==> src/rtl/luma4x4_mode_ctrl_pkg.sv <==
// Shared intra-prediction definitions for the luma 4x4 mode controller.
//   - state_t   : controller FSM states
//   - MODE_LUT  : residual mux select (mode_sel) -> H.264 Intra4x4 mode number
//   - NMODE     : residual modes scanned per block
//   - SAD_W / COST_W : SAD and macroblock-cost widths
package luma4x4_mode_ctrl_pkg;

    localparam int NMODE  = 8;
    localparam int SAD_W  = 12;   // 16 x 128 = 2048 needs 12 bits
    localparam int COST_W = 16;   // 16 x 2048 = 32768 fits in 16 bits

    typedef enum logic [2:0] {
        ST_IDLE,
        ST_ENA,
        ST_WAIT,
        ST_SCAN,
        ST_DONE
    } state_t;

    // Index = mode_sel (V,H,VL,VR,HU,HD,DDL,DDR), value = H.264 mode number.
    localparam logic [7:0][3:0] MODE_LUT = {
        4'd4,   // 7 DDR
        4'd3,   // 6 DDL
        4'd6,   // 5 HD
        4'd8,   // 4 HU
        4'd5,   // 3 VR
        4'd7,   // 2 VL
        4'd1,   // 1 H
        4'd0    // 0 V
    };

endpackage

==> src/rtl/luma4x4_mode_ctrl_sad4x4.sv <==
// sad4x4: combinational sum of absolute values of a 4x4 signed residual.
//   res : 16 x 8-bit signed samples, sample i at res[8*i +: 8]
//   sad : 12-bit unsigned sum, max 2048 (all samples -128)
module sad4x4 (
    input  logic [127:0] res,
    output logic [11:0]  sad
);

    logic [15:0][7:0] mag;
    logic [3:0][9:0]  row_sum;

    // Two's-complement negate in 8 bits maps -128 to 0x80, read unsigned as 128.
    for (genvar i = 0; i < 16; i++) begin : g_abs
        assign mag[i] = res[8*i+7] ? (~res[8*i +: 8] + 8'd1) : res[8*i +: 8];
    end

    always_comb begin
        for (int r = 0; r < 4; r++) begin
            row_sum[r] = 10'(mag[4*r]) + 10'(mag[4*r+1]) +
                         10'(mag[4*r+2]) + 10'(mag[4*r+3]);
        end
        sad = 12'(row_sum[0]) + 12'(row_sum[1]) +
              12'(row_sum[2]) + 12'(row_sum[3]);
    end

endmodule

==> src/rtl/luma4x4_mode_ctrl.sv <==
// luma4x4_mode_ctrl: walks NBLK 4x4 blocks, scans NMODE residual modes per
// block, keeps the minimum-SAD mode and accumulates the macroblock cost.
//   clk, reset(async, active low), start, abort : control inputs
//   res        : residual for the mode on mode_sel (held stable from WAIT)
//   res_enable : strobe to the residual datapath (ENA only)
//   mode_sel   : residual mux select, stepped during SCAN
//   blk_idx    : block in progress; busy : not IDLE
//   blk_valid / best_mode / best_sad : per-block result, valid in DONE
//   mb_cost    : running sum of best_sad; mb_done : last block's DONE
module luma4x4_mode_ctrl #(
    parameter int NBLK  = 16,
    parameter int NMODE = luma4x4_mode_ctrl_pkg::NMODE
) (
    input  logic         clk,
    input  logic         reset,
    input  logic         start,
    input  logic         abort,
    input  logic [127:0] res,
    output logic         res_enable,
    output logic [2:0]   mode_sel,
    output logic [3:0]   blk_idx,
    output logic         busy,
    output logic         blk_valid,
    output logic [3:0]   best_mode,
    output logic [11:0]  best_sad,
    output logic [15:0]  mb_cost,
    output logic         mb_done
);
    import luma4x4_mode_ctrl_pkg::*;

    localparam logic [2:0] LAST_MODE = 3'(NMODE - 1);
    localparam logic [3:0] LAST_BLK  = 4'(NBLK - 1);

    state_t             state_q, state_d;
    logic               res_enable_q, res_enable_d;
    logic [2:0]         mode_sel_q, mode_sel_d;
    logic [3:0]         blk_idx_q, blk_idx_d;
    logic               blk_valid_q, blk_valid_d;
    logic               mb_done_q, mb_done_d;
    logic [3:0]         best_mode_q, best_mode_d;
    logic [SAD_W-1:0]   best_sad_q, best_sad_d;
    logic [COST_W-1:0]  mb_cost_q, mb_cost_d;
    logic [SAD_W-1:0]   min_sad_q, min_sad_d;
    logic [2:0]         min_sel_q, min_sel_d;

    logic [SAD_W-1:0]   sad;
    logic               take_new;
    logic [SAD_W-1:0]   cand_sad;
    logic [2:0]         cand_sel;

    sad4x4 u_sad (
        .res (res),
        .sad (sad)
    );

    // First scanned mode always loads; later ones must be strictly smaller,
    // so ties keep the lower mode_sel.
    assign take_new = (mode_sel_q == 3'd0) || (sad < min_sad_q);
    assign cand_sad = take_new ? sad        : min_sad_q;
    assign cand_sel = take_new ? mode_sel_q : min_sel_q;

    always_comb begin
        state_d     = state_q;
        mode_sel_d  = 3'd0;
        blk_idx_d   = blk_idx_q;
        best_mode_d = best_mode_q;
        best_sad_d  = best_sad_q;
        mb_cost_d   = mb_cost_q;
        min_sad_d   = min_sad_q;
        min_sel_d   = min_sel_q;

        case (state_q)
            ST_IDLE: begin
                if (start && !abort) begin
                    state_d   = ST_ENA;
                    blk_idx_d = 4'd0;
                    mb_cost_d = '0;
                end
            end
            ST_ENA:  state_d = ST_WAIT;
            ST_WAIT: state_d = ST_SCAN;
            ST_SCAN: begin
                min_sad_d = cand_sad;
                min_sel_d = cand_sel;
                if (mode_sel_q == LAST_MODE) begin
                    // Commit on entry to DONE so the block result and the
                    // updated cost are both visible during the DONE cycle.
                    state_d     = ST_DONE;
                    best_sad_d  = cand_sad;
                    best_mode_d = MODE_LUT[cand_sel];
                    mb_cost_d   = mb_cost_q + COST_W'(cand_sad);
                end else begin
                    mode_sel_d = mode_sel_q + 3'd1;
                end
            end
            ST_DONE: begin
                if (blk_idx_q == LAST_BLK) begin
                    state_d = ST_IDLE;
                end else begin
                    state_d   = ST_ENA;
                    blk_idx_d = blk_idx_q + 4'd1;
                end
            end
            default: state_d = ST_IDLE;
        endcase

        // Abort discards the current block; committed results are untouched.
        if (abort && state_q != ST_IDLE) begin
            state_d     = ST_IDLE;
            mode_sel_d  = 3'd0;
            blk_idx_d   = blk_idx_q;
            best_mode_d = best_mode_q;
            best_sad_d  = best_sad_q;
            mb_cost_d   = mb_cost_q;
            min_sad_d   = min_sad_q;
            min_sel_d   = min_sel_q;
        end

        // Outputs are registered from the next state.
        res_enable_d = (state_d == ST_ENA);
        blk_valid_d  = (state_d == ST_DONE);
        mb_done_d    = (state_d == ST_DONE) && (blk_idx_d == LAST_BLK);
    end

    always_ff @(posedge clk or negedge reset) begin
        if (!reset) begin
            state_q      <= ST_IDLE;
            res_enable_q <= 1'b0;
            mode_sel_q   <= 3'd0;
            blk_idx_q    <= 4'd0;
            blk_valid_q  <= 1'b0;
            mb_done_q    <= 1'b0;
            best_mode_q  <= 4'd0;
            best_sad_q   <= '0;
            mb_cost_q    <= '0;
            min_sad_q    <= '0;
            min_sel_q    <= 3'd0;
        end else begin
            state_q      <= state_d;
            res_enable_q <= res_enable_d;
            mode_sel_q   <= mode_sel_d;
            blk_idx_q    <= blk_idx_d;
            blk_valid_q  <= blk_valid_d;
            mb_done_q    <= mb_done_d;
            best_mode_q  <= best_mode_d;
            best_sad_q   <= best_sad_d;
            mb_cost_q    <= mb_cost_d;
            min_sad_q    <= min_sad_d;
            min_sel_q    <= min_sel_d;
        end
    end

    assign res_enable = res_enable_q;
    assign mode_sel   = mode_sel_q;
    assign blk_idx    = blk_idx_q;
    assign busy       = (state_q != ST_IDLE);
    assign blk_valid  = blk_valid_q;
    assign best_mode  = best_mode_q;
    assign best_sad   = best_sad_q;
    assign mb_cost    = mb_cost_q;
    assign mb_done    = mb_done_q;

endmodule

==> config.mk <==
export PLATFORM = sky130hd
export DESIGN_NAME = luma4x4_mode_ctrl
export DESIGN_NICKNAME = d
export VERILOG_FILES = /design/src/rtl/luma4x4_mode_ctrl_pkg.sv /design/src/rtl/luma4x4_mode_ctrl_sad4x4.sv /design/src/rtl/luma4x4_mode_ctrl.sv
export SDC_FILE = /design/constraint.sdc
export NUM_CORES = 1
export LEC_CHECK = 0
export CAP_MARGIN = 20
export CORE_MARGIN = 4
export CORE_UTILIZATION = 40
export CTS_BUF_LIST = sky130_fd_sc_hd__clkbuf_16
export DETAILED_ROUTE_END_ITERATION = 10
export PLACE_DENSITY = 0.66
export SLEW_MARGIN = 20
export SYNTH_ARGS = -nofsm -noshare
export SYNTH_HDL_FRONTEND = slang
export SYNTH_SLANG_ARGS = --single-unit
==> constraint.sdc <==
create_clock -name clk -period 6.5 [get_ports clk]
set_input_delay 0.975 -clock clk [delete_from_list [all_inputs] [get_ports clk]]
set_output_delay 0.975 -clock clk [all_outputs]
set_load 0.01 [all_outputs]
* Word-level counts from Yosys, hierarchy flattened
Memory sizes are Yosys's and may differ from the RTL's. A register that Yosys moved wholly into a read port is not among the register bits. Cells that the tools add are included.
Word-level totals: bits in registers 56, bits in latches 0, RAM bits 0, ROM bits 32, input bits 132, output and inout port bits 43, word-level logic and storage cells 120, memories 1
Cells by class: add/subtract/negate cells 34, $mul 0, div/mod/pow operators 0, magnitude comparators 1, equal/unequal tests 11, shift operators 0, mux-type cells 33, bitwise logic cells 17, reductions and logical operators 13
Memories:
- (name not given) | depth 8, width 4, read ports 1, clocked after memory_dff 1, wr ports 0, line luma4x4_mode_ctrl.sv:90 | best_mode_d = MODE_LUT[cand_sel];
Operator list (count):
- adder 8 x 1 -> 8 bit, second input constant | 16
- two-way mux 8 bit | 16
- inverter 8 bit | 16
- adder 10 x 8 -> 10 bit | 8
- adder 8 x 8 -> 9 bit | 4
- two-way mux 16 bit | 2
- one-hot mux 16 bit (2 select lines) | 1
- adder 12 x 10 -> 12 bit | 2
- two-way mux 3 bit | 7
- adder 16 x 12 -> 16 bit | 1
- one-hot mux 3 bit (5 select lines) | 1
- less-than comparator 12 bit | 1
- two-way mux 12 bit | 1
- two-way mux 4 bit | 3
- adder 10 x 10 -> 11 bit | 1
- equality test 3 bit, second input constant | 3
- equality test 4 bit, second input constant | 2
- one-hot mux 4 bit (2 select lines) | 1
- equality test 3 x 1 -> 1 bit, second input constant | 2
- equality test 3 x 2 -> 1 bit, second input constant | 2
- logical NOT 3 bit | 2
- adder 4 x 1 -> 4 bit, second input constant | 1
- != test 2 bit, second input constant | 2
- AND reduction 4 bit | 1
- other kinds (10) | 13

* Logic depth before layout (Yosys ltp)
depth in word-level cells 15, depth in mapped cells 47, mapped depth without buffers 46

* By module
From an unflattened synthesis, not the netlist that was laid out.
Second synthesis, totals: cells, all modules 934, area, all modules 8957.3 µm²
By module, submodules not included:
- sad4x4 | times used 1, cells each 580, area each 5165.0 µm², seq. area each 0.0 µm²
- luma4x4_mode_ctrl | times used 1, cells each 354, area each 3792.4 µm², seq. area each 1501.4 µm²

* Least setup slack after synthesis
Ideal clock, no wire load.
kind input port to flip-flop, start point input res[0], end point register mb_cost_q[14] (netlist: mb_cost[14]), arrival time 9473 ps, required time 6423 ps, setup slack -3050 ps, stages 44, path buffers 1, cells stage by stage inv_1 > ha_1 > nand2_1 > o21ai_0 > ha_1 > a21o_1 > a21oi_1 > xnor2_1 > fa_1 > inv_1 > ha_1 > a21o_1 > a21oi_1 > o21bai_1 > a21oi_1 > xnor2_1 > ha_1 > a21o_1 > [... 8 more ...] > o21ai_0 > ha_1 > nand4_1 > nor3_2 > a31oi_4 > a21oi_4 > buf_6 > mux2_2 > ha_1 > inv_1 > fa_1 > nand3b_1 > a21oi_1 > o21ai_0 > a21oi_1 > a31oi_1 > or3_1 > a21oi_1
On the way: longest elaborated chain between the ends 15
Ends and longest elaborated chain:
- from (decl) | line luma4x4_mode_ctrl.sv:18 | input logic [127:0] res,
- inverter 8 bit | line luma4x4_mode_ctrl_sad4x4.sv:14 | assign mag[i] = res[8*i+7] ? (~res[8*i +: 8] + 8'd1) : res[8*i +: 8];
- adder 8 x 1 -> 8 bit | line luma4x4_mode_ctrl_sad4x4.sv:14
- two-way mux 8 bit * | line luma4x4_mode_ctrl_sad4x4.sv:14
- adder 8 x 8 -> 9 bit * | line luma4x4_mode_ctrl_sad4x4.sv:19 | row_sum[r] = 10'(mag[4*r]) + 10'(mag[4*r+1]) +
- adder 10 x 8 -> 10 bit * | line luma4x4_mode_ctrl_sad4x4.sv:19
- adder 10 x 8 -> 10 bit * | line luma4x4_mode_ctrl_sad4x4.sv:20 | 10'(mag[4*r+2]) + 10'(mag[4*r+3]);
- adder 10 x 10 -> 11 bit * | line luma4x4_mode_ctrl_sad4x4.sv:22 | sad = 12'(row_sum[0]) + 12'(row_sum[1]) +
- adder 12 x 10 -> 12 bit * | line luma4x4_mode_ctrl_sad4x4.sv:22
- adder 12 x 10 -> 12 bit * | line luma4x4_mode_ctrl_sad4x4.sv:23 | 12'(row_sum[2]) + 12'(row_sum[3]);
- less-than comparator 12 bit | line luma4x4_mode_ctrl.sv:58 | assign take_new = (mode_sel_q == 3'd0) || (sad < min_sad_q);
- logical OR 1 bit | line luma4x4_mode_ctrl.sv:58
- two-way mux 12 bit * | line luma4x4_mode_ctrl.sv:59 | assign cand_sad = take_new ? sad : min_sad_q;
- named net cand_sad[0] | line luma4x4_mode_ctrl.sv:48 | logic [SAD_W-1:0] cand_sad;
- adder 16 x 12 -> 16 bit * | line luma4x4_mode_ctrl.sv:91 | mb_cost_d = mb_cost_q + COST_W'(cand_sad);
- two-way mux 16 bit * | line luma4x4_mode_ctrl.sv:85 | if (mode_sel_q == LAST_MODE) begin
- one-hot mux 16 bit (2 select lines) * | line luma4x4_mode_ctrl.sv:72 | case (state_q)
- to (signal assigned) | line luma4x4_mode_ctrl.sv:147 | mb_cost_q <= mb_cost_d;
- to (decl) | line luma4x4_mode_ctrl.sv:42 | logic [COST_W-1:0] mb_cost_q, mb_cost_d;
The timed path passes the listed nets; every way through them passes the cells marked *. The select of a mux whose other input is x is not followed. A chain may end at the register's enable or synchronous reset.

* Final worst setup path
start point input res[37], end point register mb_cost_q[8] (netlist: mb_cost[8])
The elaborated chain is that of the path after synthesis.

==> flow_summary.json <==
{
  "synth_edf_count": 0,
  "syn_area_mm2": 0.00949,
  "crit_fanout": 6,
  "overflow": 0,
  "start_util_pct": 40.6,
  "place_area_mm2": 0.0137,
  "dp_cells": 1829,
  "tightest_slew_ns": 0.991,
  "end_kind": "flop",
  "critPathMaxStageDelay_ns": 0.55,
  "synth_area_per_cell_um2": 8.51,
  "instances_no_fill": 1886,
  "clkTransAtPathRegs_ns": 0.05,
  "synth-async-reset-ratio_pct": 100,
  "drv_cap": 0,
  "synth_cell_type_count": 61,
  "drc": 0,
  "gp_congestion": 0.880,
  "post-route-min-period_ns": 9.02,
  "yosysTopAreaCell": "ha_1",
  "portBuffers": 174,
  "yosys-top-cells-area": "ha_1 (17%), dfrtp_1 (16%), fa_1 (11%)",
  "cts-root-buf": "clkbuf_16",
  "period_share_pct": 139,
  "io_pins": 175,
  "max_slew_margin_pct": 33.8,
  "viasPerCell": 4.96,
  "hold_viol": 0,
  "cp.arrival_ns": 9.19,
  "hold_class": "flop to flop",
  "row_count": 56,
  "die_w_um": 162,
  "hpwlAfterDp_um": 21500,
  "area_growth_syn_to_layout_pct": 60.6,
  "crit_slowest_cell": "fa_1",
  "ant_nets": 0,
  "postSynthCellCount": 1116,
  "cts_tree": "done",
  "critPathKind": "primary input to flop",
  "cts_sinks": 60,
  "synth_commonest_cells": "inv_1 (135), ha_1 (132), nand2_1 (116)",
  "synth-seq-cells": 60,
  "nets": 1879,
  "post-route-cell-area_mm2": 0.0152,
  "grt_pass1_wl_um": 43500,
  "seq_area_frac_synth_pct": 15.8,
  "n_antenna_cell": 0,
  "ys_warn_count": 0,
  "die_area_mm2": 0.0263,
  "antenna_found_initial": 0,
  "first_pass_iters": 4,
  "drive_above_1_share_pct": 33.1,
  "clk_latency_ns": 0.33,
  "synth_nets": 1433,
  "cts-buffers-inserted": 9,
  "finalWirelength_um": 26500,
  "crit_required_ns": 6.67,
  "synth-main-ff-cell": "dfrtp_1",
  "fmax_mhz": 111,
  "outcome": "finished, violations left",
  "setup_viol": 47,
  "layout_setup_ws_ns": -2.52,
  "fin_util_pct": 65.1,
  "synth_top_area_share_pct": 17.4,
  "drtIter0Drc": 304,
  "hold_slack_ns": 0.481,
  "wl_per_cell_um": 14.1,
  "cts_buffer_depth": 2,
  "cts_max_level": 3,
  "rsz0062_at_grt": "yes",
  "fin_skew_ns": 0.00544,
  "grt_util_all_layers_pct": 19.7,
  "violations": "negative setup slack",
  "drv_slew": 0,
  "grt_pass1_vias": 9609,
  "synth.most_common_cell": "inv_1",
  "fp.coreArea_mm2": 0.0234,
  "grt_max_degree": 61,
  "vias": 9363,
  "die_h_um": 162,
  "cp-start-kind": "primary input"
}
cell families (layout without fill, tap and decap cells):
| logic type | Yosys count | after routing | share of synthesized area (%) |
|---|---|---|---|
| AOI/OAI and AO/OA | 261 | 261 | 17.0 |
| xor gates and xnor gates | 151 | 151 | 13.9 |
| adders and majority gates | 185 | 185 | 28.6 |
| buffers and inverters | 142 | 593 | 5.79 |
| DFF | 60 | 60 | 15.8 |
| muxes | 30 | 30 | 3.82 |
| and+or+nand+nor | 287 | 287 | 15.1 |
repair_timing:
item,CTS,global route
setup endpoints to repair,47,47
cloned,1,0
buffers inserted,27,14
hold buffers,0,0
gates resized for setup,169,92
pin swaps,118,94
flip-flops by register name, indices dropped and copies added, names as in the netlist:
signal,count
state_q,3
min_sel_q,3
mb_cost,16
res_enable,1
mb_done,1
min_sad_q,12
blk_idx,4
blk_valid,1
best_mode,4
mode_sel,3
best_sad,12
worst max-delay path, delay by kind of cell:
family / cells / cell delay, ns
compound gates: 10 / 1.54
xor+xnor: 4 / 0.62
fa+ha+maj: 8 / 2.70
buf+inv: 10 / 1.38
mux: 1 / 0.32
simple gates: 8 / 1.64
worst paths after layout:
| check | startpoint | end | slack [ns] | depth (start not counted) |
|---|---|---|---|---|
| worst max-delay path | res[37] | mb_cost[8]$_DFFE_PN0P_ | -2.52 | 41 |
| worst min-delay path | min_sad_q[2]$_DFFE_PN0P_ | min_sad_q[2]$_DFFE_PN0P_ | 0.48 | 2 |
| worst max register to register | min_sad_q[10]$_DFFE_PN0P_ | mb_cost[8]$_DFFE_PN0P_ | 2.76 | 19 |
| worst min register to register | min_sad_q[2]$_DFFE_PN0P_ | min_sad_q[2]$_DFFE_PN0P_ | 0.48 | 2 |
| max in group asynchronous | reset | mb_cost[6]$_DFFE_PN0P_ | 5.19 | 2 |
| min in group asynchronous | reset | blk_idx[1]$_DFF_PN0_ | 0.81 | 2 |
placed cells by master (no fill, tap or decap), types with 12 or more instances in the layout:
cell,n
a21o_1,29
o21bai_1,19
xnor2_2,20
buf_4,249
a21oi_1,43
or3_1,14
a21oi_2,29
nor3_1,12
inv_1,112
o21ai_0,37
ha_1,99
ha_4,31
o21ai_2,18
mux2_2,14
mux2_4,12
xor2_1,37
nand2b_1,29
nor2_1,35
clkdlybuf4s50_1,151
inv_2,20
nand2_1,106
buf_6,22
fa_1,47
dfrtp_1,60
xnor2_1,86
nor4_1,15
o21ai_1,25
area by class of cell:
type	instances	area, um2
inverters	136	531
multi-input cells	914	8680
well taps	319	399
repair buffers	441	3820
fillers	1944	8160
flip-flops and latches	60	1500
clock buffers	9	225
clock inverters	7	82.6
metrics by stage:
| stage | worst slack, ns | setup TNS, ns |
|---|---|---|
| 6_report | -2.52 | -71.93 |
| 5_1_grt | -2.84 | -86.67 |
| 4_1_cts | -2.46 | -71.03 |
| 3_5_place_dp | -3.44 | -110.28 |
| 3_3_place_gp | -3.25 | -102.33 |
| 2_1_floorplan | -2.35 | -57.89 |
layer usage:
| metal | share of wire (%) | GRT usage, % |
|---|---|---|
| met1 | 42 | 24.0 |
| met2 | 52 | 36.5 |
| met3 | 4.0 | 2.69 |
| met4 | 1.9 | 4.88 |
| met5 | 0 | 0 |
Power is left out: the tool's default activity adds up to more than one toggle a clock period on the data nets, which glitch-free logic cannot reach.
